## config.mk

```make
export PLATFORM = sky130hd
export DESIGN_NAME = muldiv_unit
export DESIGN_NICKNAME = d
export VERILOG_FILES = /design/src/rtl/muldiv_unit_pkg.sv /design/src/rtl/muldiv_unit_cla.sv /design/src/rtl/muldiv_unit.sv
export SDC_FILE = /design/constraint.sdc
export NUM_CORES = 1
export LEC_CHECK = 0
export ABC_AREA = 1
export BUFFER_PORTS_ARGS = -buffer_cell sky130_fd_sc_hd__buf_2
export CAP_MARGIN = 30
export CORE_MARGIN = 5
export CORE_UTILIZATION = 26
export CTS_CLUSTER_SIZE = 20
export DETAILED_ROUTE_END_ITERATION = 8
export PLACE_DENSITY = 0.53
export SLEW_MARGIN = 10
export SYNTH_ARGS = -nofsm -noshare
export SYNTH_HDL_FRONTEND = slang
export SYNTH_SLANG_ARGS = --single-unit
```

## constraint.sdc

```tcl
create_clock -name clk -period 33.2 [get_ports clk]
set_input_delay 6.64 -clock clk [delete_from_list [all_inputs] [get_ports clk]]
set_output_delay 6.64 -clock clk [all_outputs]
set_load 0.01 [all_outputs]
```

## src/rtl/muldiv_unit_pkg.sv

```systemverilog
// Shared encodings and op-decode helpers for the iterative RV32M multiply/divide sequencer.
package muldiv_unit_pkg;

   // funct7 value that routes an R-type op to this unit (ALU_OP_R_MULDIV decode hook)
   localparam logic [6:0] FUNCT7_MULDIV = 7'b0000001;

   typedef enum logic [2:0] {
      MULDIV_MUL    = 3'b000,
      MULDIV_MULH   = 3'b001,
      MULDIV_MULHSU = 3'b010,
      MULDIV_MULHU  = 3'b011,
      MULDIV_DIV    = 3'b100,
      MULDIV_DIVU   = 3'b101,
      MULDIV_REM    = 3'b110,
      MULDIV_REMU   = 3'b111
   } md_op_e;

   typedef enum logic [1:0] {
      MD_IDLE = 2'd0,
      MD_CALC = 2'd1,
      MD_DONE = 2'd2
   } md_state_e;

   function automatic logic op_is_div(input md_op_e op);
      return op inside {MULDIV_DIV, MULDIV_DIVU, MULDIV_REM, MULDIV_REMU};
   endfunction

   function automatic logic op_a_signed(input md_op_e op);
      return op inside {MULDIV_MUL, MULDIV_MULH, MULDIV_MULHSU, MULDIV_DIV, MULDIV_REM};
   endfunction

   function automatic logic op_b_signed(input md_op_e op);
      return op inside {MULDIV_MUL, MULDIV_MULH, MULDIV_DIV, MULDIV_REM};
   endfunction

   // Result comes from the hi register (product high half / remainder) rather than lo.
   function automatic logic op_takes_high(input md_op_e op);
      return op inside {MULDIV_MULH, MULDIV_MULHSU, MULDIV_MULHU, MULDIV_REM, MULDIV_REMU};
   endfunction

endpackage

```

## src/rtl/muldiv_unit_cla.sv

```systemverilog
// Generate/propagate adder-subtractor shared by every arithmetic step of the sequencer.
module muldiv_unit_cla #(
   parameter int WIDTH = 33
) (
   input  logic [WIDTH-1:0] x,
   input  logic [WIDTH-1:0] y,
   input  logic             sub_en,
   output logic [WIDTH-1:0] sum
);

   logic [WIDTH-1:0] y_eff;
   logic [WIDTH-1:0] g;
   logic [WIDTH-1:0] p;
   logic [WIDTH-1:0] c;

   // NOTE: every always_comb output is assigned on all paths before use, so no latch is inferred.
   always_comb begin
      y_eff = sub_en ? ~y : y;
      g     = x & y_eff;
      p     = x ^ y_eff;
      c[0]  = sub_en;
      for (int i = 1; i < WIDTH; i++) begin
         c[i] = g[i-1] | (p[i-1] & c[i-1]);
      end
      sum = p ^ c;
   end

endmodule

```

## src/rtl/muldiv_unit.sv

```systemverilog
// Iterative RV32M multiply/divide: radix-2 shift-add multiply and restoring divide, WIDTH steps,
// one shared adder; stalls the pipe while busy and pulses done with the result.
module muldiv_unit
   import muldiv_unit_pkg::*;
#(
   parameter int WIDTH = 32
) (
   input  logic             clk,
   input  logic             rst,
   input  logic             start,
   input  logic             flush,
   input  logic [2:0]       funct3,
   input  logic [WIDTH-1:0] a,
   input  logic [WIDTH-1:0] b,
   output logic             stall,
   output logic             done,
   output logic [WIDTH-1:0] result
);

   localparam int CNT_W = $clog2(WIDTH);
   localparam logic [WIDTH-1:0] INT_MIN = {1'b1, {(WIDTH-1){1'b0}}};

   md_state_e        state, state_nxt;
   md_op_e           op_q, op_in;
   logic [CNT_W-1:0] cnt;
   logic [WIDTH-1:0] hi, lo, opnd, result_q;
   logic             opnd_neg, res_neg;

   logic [WIDTH:0]   add_x, add_y, add_sum, opnd_ext, rem_shift, mul_t;
   logic             add_sub;
   logic             a_neg, b_neg, div_in, special, accept, last_step, high_mul;
   logic [WIDTH-1:0] sel_val, mag_in, final_val;

   assign op_in     = md_op_e'(funct3);
   assign last_step = (cnt == CNT_W'(WIDTH - 1));

   // The non-magnitude operand stays raw; adding |x| becomes x+v or v-x depending on its sign.
   always_comb begin
      a_neg     = op_a_signed(op_in) & a[WIDTH-1];
      b_neg     = op_b_signed(op_in) & b[WIDTH-1];
      div_in    = op_is_div(op_in);
      special   = div_in & ((b == '0) | (op_b_signed(op_in) & (a == INT_MIN) & (b == '1)));
      opnd_ext  = {opnd_neg, opnd};
      rem_shift = {hi, lo[WIDTH-1]};
      sel_val   = op_takes_high(op_q) ? hi : lo;
      high_mul  = !op_is_div(op_q) && (op_q != MULDIV_MUL);
      add_x     = '0;
      add_y     = '0;
      add_sub   = 1'b0;
      unique case (state)
         MD_IDLE: begin
            add_y   = {1'b0, div_in ? a : b};
            add_sub = 1'b1;
         end
         MD_CALC: begin
            add_y = opnd_ext;
            if (op_is_div(op_q)) begin
               add_x   = rem_shift;
               add_sub = ~opnd_neg;
            end else begin
               add_x   = {1'b0, hi};
               add_sub = opnd_neg;
            end
         end
         MD_DONE: begin
            // High half of a negated product is ~hi, plus one only when the low half is zero.
            add_x   = (high_mul && (lo != '0)) ? '1 : '0;
            add_y   = {1'b0, sel_val};
            add_sub = 1'b1;
         end
         default: ;
      endcase
   end

   muldiv_unit_cla #(.WIDTH(WIDTH + 1)) u_cla (
      .x      (add_x),
      .y      (add_y),
      .sub_en (add_sub),
      .sum    (add_sum)
   );

   always_comb begin
      mag_in    = (div_in ? a_neg : b_neg) ? add_sum[WIDTH-1:0] : (div_in ? a : b);
      mul_t     = lo[0] ? add_sum : {1'b0, hi};
      final_val = res_neg ? add_sum[WIDTH-1:0] : sel_val;
   end

   always_comb begin
      state_nxt = state;
      stall     = 1'b0;
      done      = 1'b0;
      accept    = 1'b0;
      unique case (state)
         MD_IDLE: begin
            if (start && !flush) begin
               accept    = 1'b1;
               stall     = 1'b1;
               state_nxt = special ? MD_DONE : MD_CALC;
            end
         end
         MD_CALC: begin
            stall = 1'b1;
            if (last_step) state_nxt = MD_CALC == MD_CALC ? MD_DONE : MD_CALC;
         end
         MD_DONE: begin
            done      = 1'b1;
            state_nxt = MD_IDLE;
         end
         default: state_nxt = MD_IDLE;
      endcase
      if (flush) begin
         state_nxt = MD_IDLE;
         done      = 1'b0;
      end
   end

   // The done-cycle value is forwarded so it is visible with the pulse; result_q holds it afterwards.
   assign result = done ? final_val : result_q;

   // NOTE: sequential state uses non-blocking assignments so every register samples pre-edge values.
   always_ff @(posedge clk) begin
      if (rst) state <= MD_IDLE;
      else     state <= state_nxt;
   end

   always_ff @(posedge clk) begin
      if (rst) begin
         op_q     <= MULDIV_MUL;
         cnt      <= '0;
         hi       <= '0;
         lo       <= '0;
         opnd     <= '0;
         opnd_neg <= 1'b0;
         res_neg  <= 1'b0;
         result_q <= '0;
      end else begin
         if (accept) begin
            op_q     <= op_in;
            cnt      <= '0;
            opnd     <= div_in ? b : a;
            opnd_neg <= div_in ? b_neg : a_neg;
            res_neg  <= special ? 1'b0 : ((op_in == MULDIV_REM) ? a_neg : (a_neg ^ b_neg));
            if (special) begin
               hi <= (b == '0) ? a : '0;
               lo <= (b == '0) ? '1 : a;
            end else begin
               hi <= '0;
               lo <= mag_in;
            end
         end else if (state == MD_CALC) begin
            cnt <= cnt + CNT_W'(1);
            if (op_is_div(op_q)) begin
               // A non-negative trial difference keeps the subtraction and sets the quotient bit.
               hi <= add_sum[WIDTH] ? rem_shift[WIDTH-1:0] : add_sum[WIDTH-1:0];
               lo <= {lo[WIDTH-2:0], ~add_sum[WIDTH]};
            end else begin
               hi <= mul_t[WIDTH:1];
               lo <= {mul_t[0], lo[WIDTH-1:1]};
            end
         end
         if (done) result_q <= final_val;
      end
   end

endmodule
```

==> run metrics <==
outcome complete, no violations; Num Clock Sinks 140; Post-DP HPWL about 33,000 um; Post-CTS Repair Setup Buffers 0; initial core utilization 0.2640; maximum vdd drop around 0.00003 V; minimum hold slack 471.5 ps; CP most frequent cell fa_1; vias per cell ~5.3; setup ws final 3295 ps; WS Path Type in2out; area grow syn2layout 12.83%; remaining routing DRC violations 0; Slew @ Worst Pin 914.0 ps; post-route ant nets 0; DRT iter0 DRCs between 1,500 and 2,000; via count around 13,000; worst hold path class reg2reg; largest net degree at the start of global routing 103; Buf+Inv Stages, Crit Path 2; GP Congestion 0.8899; Startpoint Class primary input; Root Buffer clkbuf_16; crit path max-delay cell type fa_1; # hold bufs at CTS 0; power per cell area just under 40 mW/mm2; most frequent cells in the layout 423 x nand2_1, 343 x o21ai_0, 269 x a21oi_1, 186 x nand3_1, 139 x dfxtp_1; top_reg_cell synth dfxtp_1; Max-Cap Viols 0; die area 0.04822 mm2; Final Hold Viols 0; Worst-path clk slew 70 ps; Die Width 219.6 um; initial antenna violation count 1; cell area after synthesis 0.01142 mm2; Max-Slew Margin vs Limit 0.3885; Synth Register Bits 140; cell row count 76; CP max FO 49; leakage 5.391 nW; Clock Latency Late Sink 450 ps; commonest non-fill, non-tap cell in the layout nand2_1; Yosys Warn Count 0; final core occ 0.2978; Diodes inserted 0; Routed WL 48,350 um; TritonRoute pass-1 iters 7; CTS Buf Count 17; fin cells 2,499; number of synthesized flops with an enable pin 0; Core Region 0.04327 mm2; slowest cell delay on critical path 620 ps; setup TNS 0 ps; Placed Cells 2,467; total track usage 0.1977; vias in the first global route 12,490; cell area after placement roughly 0.012 mm2; distinct cell type count of the synthesized netlist 35; clk_skew 11.35 ps; CTS Buffer Depth 2; Final period util 0.9008; H-tree Lvls 4; post-synthesis sequential area ratio 0.2454; cell family with most CP delay adder cells; pre-CTS setup slack 3242 ps; fin nets between 2,000 and 2,500; total grt overflow 0; RSZ-0062 raised after global routing no; fin. max-slew vios 0; WP data arrival 23,270 ps; syn nets 2,017; # setup viols final 0; syn_area_per_cell between 5 and 6 um2; CTS tree yes; fraction of registers with async set/reset 0; wire per inst 19.35 um; share of layout cells above drive strength 1 0.09613; Worst EP required 26,560 ps; minimum clock period 29,910 ps; first-pass GRT wire length 74,890 um; cts repair resizes 0; Critical Path End Type output port; die height 219.6 um; Design Power slightly above 0.5 mW; PortBufs ~100; post-synthesis cell count around 1,900; Fmax achieved between 30 and 40 MHz; Top-Level Pins 105; Finished Cell Area between 0.01 and 0.015 mm2
==> synthesized netlist by cell type (27+ instances only) <==
| cell | instances | area (um2) |
|---|---|---|
| a22oi_1 | 31 | 232.7 |
| inv_1 | 116 | 435.4 |
| nand3_1 | 186 | 930.9 |
| a21oi_1 | 269 | 1346 |
| clkbuf_1 | 110 | 412.9 |
| o21ai_0 | 343 | 1717 |
| fa_1 | 31 | 620.6 |
| nor2_1 | 115 | 431.7 |
| nand2_1 | 426 | 1599 |
| and2_1 | 31 | 193.9 |
| dfxtp_1 | 140 | 2803 |
| buf_1 | 27 | 101.4 |
==> final timing paths <==
| path | slack (ps) | depth (start not counted) | startpoint | to |
|---|---|---|---|---|
| hold reg to reg | 470 | 2 | cnt[4] | cnt[4] |
| setup / recovery | 3290 | 40 | funct3[2] | result[31] |
| setup reg to reg | 14380 | 50 | op_q[2] | hi[28] |
| hold / removal | 470 | 2 | cnt[4] | cnt[4] |
==> state kept, by name, summed over array words and instances (netlist names) <==
name	cells
cnt	5
hi	32
lo	32
op_q	3
opnd	32
opnd_neg	1
res_neg	1
result_q	32
state	2
==> cell type report <==
class / count / area, um2
sequential: 140 / 2806
clock buffer: 18 / 439.2
multi-input combinational: 1493 / 7538
fill: 4871 / 30380
clock inverter: 14 / 160.2
tap: 585 / 732.0
inverter: 118 / 444.2
timing repair buffer: 131 / 765.7
==> report_power, final <==
group	internal [mW]	switching (mW)
Combinational	0.0360	0.0821
Clock	0.114	0.0898
Sequential	0.177	0.00965
Total	0.327	0.182
==> worst register-to-register path: cells and delay by family, from the launching register on <==
| family | cells | cell delay (ps) |
|---|---|---|
| AO/OA/AOI/OAI | 3 | 310 |
| adder cells (fa/ha/maj) | 31 | 14590 |
| buffers and inverters | 5 | 1290 |
| flip-flops | 1 | 590 |
| AND/OR/NAND/NOR | 11 | 1950 |
==> layer usage <==
layer	track usage	wire length, um	vias up
li1	-	-	6429
met1	0.2970	23280	6270
met2	0.2877	20040	604
met3	0.03668	4064	63
met4	0.05450	963	0
met5	0	0	-
==> logic make-up after synthesis <==
kind of cell    synth area share
simple gates              0.3011
compound gates            0.2967
buf+inv                  0.09520
flops                     0.2454
fa+ha+maj                0.06091
xor+xnor               0.0007670
Power figures use the tool's default switching activity.
